<file path="config.mk">
export PLATFORM = sky130hd
export DESIGN_NAME = instruction_fetch_flat
export DESIGN_NICKNAME = d
export VERILOG_FILES = /design/src/rtl/instruction_fetch_if.sv /design/src/rtl/instruction_fetch.sv /design/src/flat_wrapper.sv
export SDC_FILE = /design/constraint.sdc
export NUM_CORES = 1
export LEC_CHECK = 0
export ABC_CLOCK_PERIOD_IN_PS = 1500
export CAP_MARGIN = 10
export CORE_ASPECT_RATIO = 0.9
export CORE_MARGIN = 10
export CORE_UTILIZATION = 36
export CTS_CLUSTER_DIAMETER = 120
export DETAILED_ROUTE_END_ITERATION = 6
export GPL_TIMING_DRIVEN = 0
export PLACE_DENSITY = 0.76
export SETUP_SLACK_MARGIN = 0.02
export SLEW_MARGIN = 20
export SYNTH_ARGS = -nofsm -noshare
export SYNTH_HDL_FRONTEND = slang
export SYNTH_SLANG_ARGS = --single-unit
</file>
<file path="constraint.sdc">
create_clock -name i_clk -period 1.5 [get_ports i_clk]
set_input_delay 0.3 -clock i_clk [delete_from_list [all_inputs] [get_ports i_clk]]
set_output_delay 0.3 -clock i_clk [all_outputs]
set_load 0.05 [all_outputs]
</file>
<file path="src/rtl/instruction_fetch_if.sv">
// Program-memory read port shared between the fetch sequencer (master) and memory (slave).
// o_mem_read requests mem[o_mem_addr]; memory completes by raising i_mem_ready with i_mem_data
// in that same cycle. The master may drop o_mem_read without ever seeing ready (jump abort).
interface instruction_fetch_if #(
  parameter int ADDR_WIDTH = 8,
  parameter int DATA_WIDTH = 8
);
  logic [ADDR_WIDTH-1:0] o_mem_addr;
  logic                  o_mem_read;
  logic [DATA_WIDTH-1:0] i_mem_data;
  logic                  i_mem_ready;

  modport master (
    output o_mem_addr,
    output o_mem_read,
    input  i_mem_data,
    input  i_mem_ready
  );

  modport slave (
    input  o_mem_addr,
    input  o_mem_read,
    output i_mem_data,
    output i_mem_ready
  );
endinterface

</file>
<file path="src/rtl/instruction_fetch.sv">
// Fetch sequencer: walks the PC through program memory and hands each word to the downstream
// instruction latch with a one-cycle enable pulse. Supports stall between fetches and jump/abort.
module instruction_fetch #(
  parameter int                    DATA_WIDTH = 8,
  parameter int                    ADDR_WIDTH = 8,
  parameter logic [ADDR_WIDTH-1:0] RESET_PC   = '0
) (
  input  logic                  i_clk,
  input  logic                  i_reset,
  instruction_fetch_if.master   mem,
  input  logic                  i_stall,
  input  logic                  i_jump,
  input  logic [ADDR_WIDTH-1:0] i_jump_addr,
  output logic [DATA_WIDTH-1:0] o_instr,
  output logic                  o_latch_enable,
  output logic [ADDR_WIDTH-1:0] o_pc,
  output logic                  o_busy,
  output logic [1:0]            o_state
);

  typedef enum logic [1:0] {
    S_IDLE  = 2'd0,
    S_REQ   = 2'd1,
    S_WAIT  = 2'd2,
    S_LATCH = 2'd3
  } state_t;

  state_t                state, state_next;
  logic [ADDR_WIDTH-1:0] pc, pc_next;
  logic [DATA_WIDTH-1:0] instr, instr_next;

  always_ff @(posedge i_clk or posedge i_reset) begin
    if (i_reset) begin
      state <= S_IDLE;
      pc    <= RESET_PC;
      instr <= '0;
    end else begin
      state <= state_next;
      pc    <= pc_next;
      instr <= instr_next;
    end
  end

  // Jump wins in every state; in REQ/WAIT it also discards whatever memory returns that cycle.
  always_comb begin
    state_next = state;
    pc_next    = pc;
    instr_next = instr;
    unique case (state)
      S_IDLE: begin
        if (i_jump) begin
          pc_next = i_jump_addr;
        end else if (!i_stall) begin
          state_next = S_REQ;
        end
      end
      S_REQ: begin
        if (i_jump) begin
          pc_next    = i_jump_addr;
          state_next = S_IDLE;
        end else begin
          state_next = S_WAIT;
        end
      end
      S_WAIT: begin
        if (i_jump) begin
          pc_next    = i_jump_addr;
          state_next = S_IDLE;
        end else if (mem.i_mem_ready) begin
          instr_next = mem.i_mem_data;
          state_next = S_LATCH;
        end
      end
      S_LATCH: begin
        if (i_jump) begin
          pc_next    = i_jump_addr;
          state_next = S_IDLE;
        end else begin
          pc_next    = pc + ADDR_WIDTH'(1);
          state_next = i_stall ? S_IDLE : S_REQ;
        end
      end
      default: state_next = S_IDLE;
    endcase
  end

  assign mem.o_mem_addr = pc;
  assign mem.o_mem_read = (state == S_REQ) || (state == S_WAIT);
  assign o_busy         = (state == S_REQ) || (state == S_WAIT);
  assign o_latch_enable = (state == S_LATCH);
  assign o_instr        = instr;
  assign o_pc           = pc;
  assign o_state        = state;

endmodule
</file>
<file path="src/flat_wrapper.sv">
// flat-port wrapper written by rule: the top's interface ports become plain ports
module instruction_fetch_flat 
#(
  parameter int                    DATA_WIDTH = 8,
  parameter int                    ADDR_WIDTH = 8,
  parameter logic [ADDR_WIDTH-1:0] RESET_PC   = '0
)
  (i_clk, i_reset, i_stall, i_jump, i_jump_addr, o_instr, o_latch_enable, o_pc, o_busy, o_state, mem_o_mem_addr, mem_o_mem_read, mem_i_mem_data, mem_i_mem_ready);
  instruction_fetch_if #(.ADDR_WIDTH(ADDR_WIDTH), .DATA_WIDTH(DATA_WIDTH)) mem_i ();
  input  logic i_clk;
  input  logic i_reset;
  input  logic i_stall;
  input  logic i_jump;
  input  logic [ADDR_WIDTH-1:0] i_jump_addr;
  output logic [DATA_WIDTH-1:0] o_instr;
  output logic o_latch_enable;
  output logic [ADDR_WIDTH-1:0] o_pc;
  output logic o_busy;
  output logic [1:0] o_state;
  output wire logic [$bits(mem_i.o_mem_addr)-1:0] mem_o_mem_addr;
  output wire logic [$bits(mem_i.o_mem_read)-1:0] mem_o_mem_read;
  input wire logic [$bits(mem_i.i_mem_data)-1:0] mem_i_mem_data;
  input wire logic [$bits(mem_i.i_mem_ready)-1:0] mem_i_mem_ready;
  assign mem_o_mem_addr = mem_i.o_mem_addr;
  assign mem_o_mem_read = mem_i.o_mem_read;
  assign mem_i.i_mem_data = mem_i_mem_data;
  assign mem_i.i_mem_ready = mem_i_mem_ready;
  instruction_fetch #(.DATA_WIDTH(DATA_WIDTH), .ADDR_WIDTH(ADDR_WIDTH), .RESET_PC(RESET_PC)) u_core (.i_clk(i_clk), .i_reset(i_reset), .mem(mem_i), .i_stall(i_stall), .i_jump(i_jump), .i_jump_addr(i_jump_addr), .o_instr(o_instr), .o_latch_enable(o_latch_enable), .o_pc(o_pc), .o_busy(o_busy), .o_state(o_state));
endmodule
</file>
==> results of run 1 <==
==> cells in the mapped netlist, drive strengths merged <==
cell type / instances
o21ai: 10
nand3b: 1
buf: 12
xor2: 3
nand4: 4
nand2: 10
nand2b: 1
mux2i: 2
ha: 6
dfrtp: 18
nand3: 5
nor2: 1
mux2: 8
or4: 3
o31a: 1
xnor2: 1
inv: 4
a21oi: 1
nor2b: 3
a21o: 1
or3b: 1
==> metrics by stage <==
stage	instances	area, µm²
after floorplan	96	1050
after global placement	185	1600
after detailed placement	185	1600
after CTS	194	1650
after global routing	197	1710
final	197	1710
==> area by class of cell <==
| cell class | count | area (µm²) | area share |
|---|---|---|---|
| multi-input combinational | 62 | 547 | 0.319 |
| inverter | 4 | 20.0 | 0.0117 |
| tap | 40 | 50.0 | 0.0292 |
| clock buffer | 4 | 36.3 | 0.0212 |
| sequential | 18 | 460 | 0.269 |
| buffer | 12 | 103 | 0.0599 |
| timing repair buffer | 57 | 495 | 0.289 |
==> worst paths after layout <==
path / from / to / slack (ns) / cells past startpoint
worst max-delay path: u_core.o_state[1] / o_busy / -0.1 / 4
min in group i_clk: u_core.o_instr[7] / u_core.o_instr[7] / 0.53 / 1
worst max register to register: u_core.o_state[0] / u_core.mem.o_mem_addr[5] / -0.06 / 6
worst min-delay path: i_reset / u_core.o_instr[0] / 0.40 / 2
worst min register to register: u_core.o_instr[7] / u_core.o_instr[7] / 0.53 / 1
max in group asynchronous: i_reset / u_core.mem.o_mem_addr[1] / 0.60 / 2
==> report_power, final <==
part           leakage [nW]  total (mW)  internal [mW]  switching, mW
logic                 0.566        2.05          0.804           1.24
registers             0.215       0.804          0.650          0.154
clock network        0.0210       0.314          0.148          0.166
==> cells by family (layout without fill, tap and decap cells) <==
kind of cell | count (synthesis) | in the layout
compound gates | 13 | 13
xor+xnor | 4 | 4
fa+ha+maj | 6 | 6
buf+inv | 16 | 77
flops | 18 | 18
mux | 10 | 10
simple gates | 29 | 29
==> layer usage <==
metal  share of wire  global-route usage
met1            0.45               0.142
met2            0.50               0.208
met3           0.037              0.0332
met4           0.012              0.0567
met5               0                   0
==> critical path: stages, from the launching register on <==
cell and delay (ns):
sky130_fd_sc_hd__dfrtp_2 0.47, sky130_fd_sc_hd__inv_4 0.08, sky130_fd_sc_hd__ha_4 0.20, sky130_fd_sc_hd__buf_6 0.11
sky130_fd_sc_hd__buf_12 0.13
==> state kept, by name, indices dropped and copies added (netlist names) <==
signal	count
u_core.mem.o_mem_addr	8
u_core.o_instr	8
u_core.o_state	2
==> timing repair <==
| action | CTS | global route |
|---|---|---|
| pin swaps | 2 | 1 |
| hold endpoints to repair | 0 | 0 |
| buffers inserted | 5 | 3 |
| gates resized for setup | 114 | 39 |
| endpoints found under the setup margin | 39 | 32 |
==> results.txt, run 1 <==
- Warnings, synthesis: 0
- In the post-route analysis, the smallest setup slack over all paths is -0.0980 ns.
- Synth-to-Final Area Change: 68.9%
- I/O pin total: 50
- Clock tree from TritonCTS: yes
- The share of synthesized area in the top cell type comes to 0.444.
- In this run the tightest slew margin relative to its limit is 0.521.
- Hold-fix buffers, CTS: 0
- After global routing the overflow that remains totals 0.
* HPWL after DPL: 2.43 mm
* Placer Congestion: 0.769
* Post-route core utilization: 0.628
- Most common cell after layout, fill and taps aside: sky130_fd_sc_hd__clkdlybuf4s50_1
- The library cells used most frequently in the layout, excluding fill and tap cells, are 20 x sky130_fd_sc_hd__clkdlybuf4s50_1, 15 x sky130_fd_sc_hd__buf_2, 14 x sky130_fd_sc_hd__buf_4, 10 x sky130_fd_sc_hd__dfrtp_1.
- Critical path capture point type: output port
* Starting density of the core: 0.372
* Max-cap viol count: 0
- Static leakage power: 0.802 nW
- Buffers inserted during clock tree synthesis total 3.
- The routed design could run at a clock period as short as 1.60 ns.
- Timing would allow up to 0.626 GHz.
- Of the synthesized area, sequential elements account for 0.444.
* Power per unit of standard cell area: 1850 mW/mm²
* Worst-case setup slack after placement: -0.483 ns
- Cell area after synthesis: 0.00101 mm²
- Final setup violation count: 16
- Ratio of cells with drive above 1 in the final layout: 0.503
- The die is 75.9 µm wide.
* # DRC: 0
* Fill count: 240
- The number of nets in the synthesized netlist is 123.
- The final layout contains routed wiring with a total length of 3.30 mm.
* Type of the worst setup path: register to output port
* Core outline area: 0.00273 mm²
* DRT iter0 DRCs: 60
- Number of I/O port buffers: 49
- Detail-routed net length per standard cell: 16.7 µm
- Rows: 18
* Smallest hold slack: 0.402 ns
- Area share of xor/xnor cells in the synthesized design: 0.0346
* Clock slew at the register clock pins of the worst setup and hold paths: 0.11 ns
- Worst-Skew Late Latency: 0.30 ns
* Area share of and/or/nand/nor cells after synthesis: 0.159
* Number of inserted diodes: 0
- Die area: 0.00534 mm²
* Number of nets still failing antenna checks after routing: 0
- The area fraction in compound gates after synthesis was 0.0704.
- Count of final hold-check violations: 0
- At the pin with the least slew margin, the transition time is 0.718 ns.
- Total power for the finished layout comes to 3.17 mW.
- Detailed routing inserted a total of 933 vias.
* GRT Overall Usage: 0.124
* CTS H-tree lvls: 1
- After synthesis, the share of cell area in mux cells is 0.109.
- Synthesis inferred 18 register bits.
- Worst hold path type: primary input to async pin
- Dividing the detail-routed via count by the number of cells gives 4.74.
* Violations in the final reports: negative setup slack
- By area, the combinational part of the netlist is dominated by simple AND/OR/NAND/NOR gates.
- Of the total synthesized cell area, the portion taken by full adders, half adders and majority gates is 0.0741.
- Setup repair after global routing could not meet its margin everywhere.
* Status: complete, but fails checks
* TritonRoute pass-1 iters: 4
- Clock tree synthesis found a total of 18 sinks.
* Buffer cell driving the clock tree root: sky130_fd_sc_hd__clkbuf_4
* Maximum net fanout on the critical path: 3
- Critical path required time: 1.20 ns
* Arrival time reported for the critical path endpoint: 1.30 ns
* Chip Height: 70.3 µm
- Setup TNS: -0.487 ns
- Clock skew on the completed layout was measured at 0.00271 ns.
- Yosys attributes the largest share of cell area to sky130_fd_sc_hd__dfrtp_1 44%, sky130_fd_sc_hd__mux2_2 8.9%, sky130_fd_sc_hd__ha_1 7.4%.
- The net count of the finished layout is 185.
- Final count of pins violating max slew: 0
- The worst setup path is launched from a register.
- Mapped Avg Cell Area: 10.6 µm²
- Dominant cell type by area after synthesis: sky130_fd_sc_hd__dfrtp_1
* Largest vdd supply drop: 1.39 mV
* Largest net degree at the start of global routing: 19
* Final clock period utilization by the worst path: 1.07
- CTS max path bufs: 2
- Cell count after synthesis: 96
- Number of global-route vias before repair: 1025
- The first global-routing pass estimated 5.35 mm of wire.
- The number of antenna violations at the first check in global routing is 0.
- Post-synth cell types: 24
Note: power is estimated with default switching activity, not from simulation.
==> run 2, diff against run 1 <==
--- a/config.mk
+++ b/config.mk
@@ -5,15 +5,15 @@
 export SDC_FILE = /design/constraint.sdc
 export NUM_CORES = 1
 export LEC_CHECK = 0
-export ABC_CLOCK_PERIOD_IN_PS = 1500
+export ABC_CLOCK_PERIOD_IN_PS = 1900
 export CAP_MARGIN = 10
 export CORE_ASPECT_RATIO = 0.9
 export CORE_MARGIN = 10
-export CORE_UTILIZATION = 36
+export CORE_UTILIZATION = 43
 export CTS_CLUSTER_DIAMETER = 120
 export DETAILED_ROUTE_END_ITERATION = 6
 export GPL_TIMING_DRIVEN = 0
-export PLACE_DENSITY = 0.76
+export PLACE_DENSITY = 0.85
 export SETUP_SLACK_MARGIN = 0.02
 export SLEW_MARGIN = 20
 export SYNTH_ARGS = -nofsm -noshare
==> constraint.sdc (replaced) <==
create_clock -name i_clk -period 1.9 [get_ports i_clk]
set_input_delay 0.38 -clock i_clk [delete_from_list [all_inputs] [get_ports i_clk]]
set_output_delay 0.38 -clock i_clk [all_outputs]
set_load 0.05 [all_outputs]
==> results.txt, run 2 (synthesis gave the netlist of run 1 again) <==
- Clock slew at the register clock pins of the worst setup and hold paths: 0.11 ns (about the same)
* CTS max path bufs: 2 (unchanged)
- The number of antenna-violating nets in the routed design came to 0 (unchanged).
* CTS H-tree lvls: 1 (unchanged)
- Via-to-Cell Ratio: 5.16 (+9.0%)
* Chip Height: 66.1 µm (-6.1%)
* Via count: 914 (-2.0%)
* Number of placed instances with taps included: 172 (-7.0%)
* Die area: 0.00470 mm² (-12%)
- The antenna cell count was 0 (unchanged).
- The count of endpoints failing setup in the final report was 0 (-16).
* Min cycle time layout: 1.82 ns
- The standard cell core area is 0.00220 mm² (-19%).
- Post-layout instance count excluding filler cells: 177 (-10%)
- Clock tree from TritonCTS: yes
- Leaving out fill and tap cells, the most frequent cells in the layout are 21 x sky130_fd_sc_hd__clkdlybuf4s50_1, 16 x sky130_fd_sc_hd__dlygate4sd2_1, 16 x sky130_fd_sc_hd__dfrtp_1, 11 x sky130_fd_sc_hd__buf_4.
- Delay of the slowest critical-path stage: 0.80 ns (+0.33 ns)
- The total CTS buffers is 3 (unchanged).
- The power per unit of standard cell area was 1420 mW/mm² (-23%).
- Startpoint kind of the worst setup timing path: register
* Final count of pins violating max slew: 0 (unchanged)
- The number of buffers added on ports came to 49 (unchanged).
* Final nets: 178 (-3.8%)
* Largest delay share family, worst path: buffers and inverters
- Cell chain of the critical path: clkdlybuf4s50_1
- Static leakage power: 0.816 nW (+1.7%)
* # DRC: 0 (unchanged)
* Most common cell after layout, fill and taps aside: sky130_fd_sc_hd__clkdlybuf4s50_1
- Setup repair after global routing could not meet its margin everywhere.
- The max-capacitance violation count is 0 (unchanged).
- The worst path buffer plus inverter count was 1 (-2).
- The largest driver fanout on the critical path was 2 (-1).
- The number of antenna violations at the first check in global routing came to 0 (unchanged).
- Wire length of the first global-routing pass: 4.67 mm (-13%)
* Count of final hold-check violations: 0 (unchanged)
- Buffer cell driving the clock tree root: sky130_fd_sc_hd__clkbuf_4
- Arrival time reported for the critical path endpoint: 1.44 ns (+0.14 ns)
* DRT iter0 DRCs: 43 (-28%)
- The half-perimeter wire length after detailed placement was 2.37 mm (-2.2%).
- Critical path capture point type: output port
- TritonRoute pass-1 iters: 4 (unchanged)
- Number of global-route vias before repair: 953 (-7.0%)
- The global placement routability congestion was 0.796 (+3.5%).
- The worst-case setup margin in the final layout came to 0.0795 ns (+0.178 ns).
- Hold-fix buffers, CTS: 0 (unchanged)
- I/O pin total: 50 (unchanged)
- Clk sink count: 18 (unchanged)
* Final clock period utilization by the worst path: 0.958
- The number of rows created at floorplan was 16 (-2).
- Worst Skew: 0.00683 ns (+0.00413 ns)
- The worst setup slack after placement came to -0.210 ns (+0.273 ns).
* Starting density of the core: 0.460 (+0.0883)
* Overflow left after global routing: 0 (unchanged)
- The layout cell share with drive strength beyond 1 is 0.233 (-0.270).
- Largest vdd supply drop: 1.37 mV (-1.3%)
- The tightest min-delay check is of the primary input to async pin type.
- Post-route core utilization: 0.719 (+0.0912)
- GRT Overall Usage: 0.121 (-0.00257)
- The maximum number of pins on one net before global-route repair came to 19 (unchanged).
- The worst max-slew margin expressed relative to the limit was 0.559 (+0.0386).
- Least-Margin Pin Slew: 0.660 ns (-0.0578 ns)
- The flow ran to the end, and the final reports show no timing, DRC or antenna violations.
- Type of the worst setup path: register to output port
- The aggregate routed wire length is 2.91 mm (-12%).
- From synthesis to final layout, the design area changed by 56.3%.
- The routed length per placed instance came to 16.4 µm (-1.8%).
* Die X: 71.2 µm (-6.3%)
* Max Freq: 0.549 GHz
* Worst-Skew Late Latency: 0.29 ns (about the same)
- Highest-delay cell along the critical path: sky130_fd_sc_hd__clkdlybuf4s50_1
- Critical path required time: 1.52 ns (+0.32 ns)
==> run 2: changes by cell type in the layout (fill, tap and decap cells not counted), moves of 6 or more <==
cell / change
sky130_fd_sc_hd__dlygate4sd2_1: +15
sky130_fd_sc_hd__buf_2: -13
sky130_fd_sc_hd__mux2_2: +8
sky130_fd_sc_hd__mux2_4: -8
sky130_fd_sc_hd__dlymetal6s2s_1: +7
sky130_fd_sc_hd__clkdlybuf4s15_2: -6
sky130_fd_sc_hd__dfrtp_1: +6
sky130_fd_sc_hd__dfrtp_2: -6
==> run 2: what timing repair did <==
action	4_1_cts	5_1_grt
setup endpoints to repair	21	12
pin swaps	0	0
buffers inserted	0	1
endpoints found under the hold margin	0	0
gates resized for setup	28	13
==> run 2: worst paths after layout <==
kind | startpoint | end | slack [ns] | cells past startpoint
max reg2reg | u_core.o_state[0] | u_core.o_instr[4] | 0.27 | 4
min in group i_clk | u_core.o_instr[0] | u_core.o_instr[0] | 0.51 | 1
min reg2reg | u_core.o_instr[0] | u_core.o_instr[0] | 0.51 | 1
min | i_reset | u_core.mem.o_mem_addr[1] | 0.47 | 2
max | u_core.o_instr[7] | o_instr[7] | 0.08 | 1
max in group asynchronous | i_reset | u_core.o_state[0] | 0.97 | 2
==> run 2: per-stage QoR <==
stage	area [µm²]	power, mW	hold slack (ns)	setup TNS, ns
final	1580	2.24	0.471	0
after CTS	1560	2.25	0.500	0
after global routing	1580	2.37	0.511	0
after global placement	1560	2.05	0.487	-0.291
after detailed placement	1560	2.09	0.498	-0.327
after floorplan	1030	1.60	0.318	0
==> run 2: final cells by class <==
class,count,area (µm²)
buffer,12,95.1
timing repair buffer,50,483
fill,176,618
tap,27,33.8
clock buffer,4,36.3
sequential,18,453
inverter,4,15.0
multi-input combinational,62,468
==> run 2: report_power, final <==
group,internal (mW),switching [mW],leakage (nW)
Sequential,0.509,0.113,0.222
Combinational,0.482,0.907,0.573
Clock,0.117,0.117,0.0210
==> run 2: metal layers <==
metal / GRT usage / vias up / part of all wire
met3: 0.0601 / 8 / 0.087
met1: 0.124 / 428 / 0.37
met5: 0 / - / 0
met2: 0.211 / 42 / 0.52
li1: - / 436 / -
met4: 0.0386 / 0 / 0.024
==> run 3, diff against run 2 <==
--- a/config.mk
+++ b/config.mk
@@ -6,7 +6,6 @@
 export NUM_CORES = 1
 export LEC_CHECK = 0
 export ABC_CLOCK_PERIOD_IN_PS = 1900
-export CAP_MARGIN = 10
 export CORE_ASPECT_RATIO = 0.9
 export CORE_MARGIN = 10
 export CORE_UTILIZATION = 43
==> results of run 3 <==
No change in the layout: final DEF, timing and power equal those of run 2.
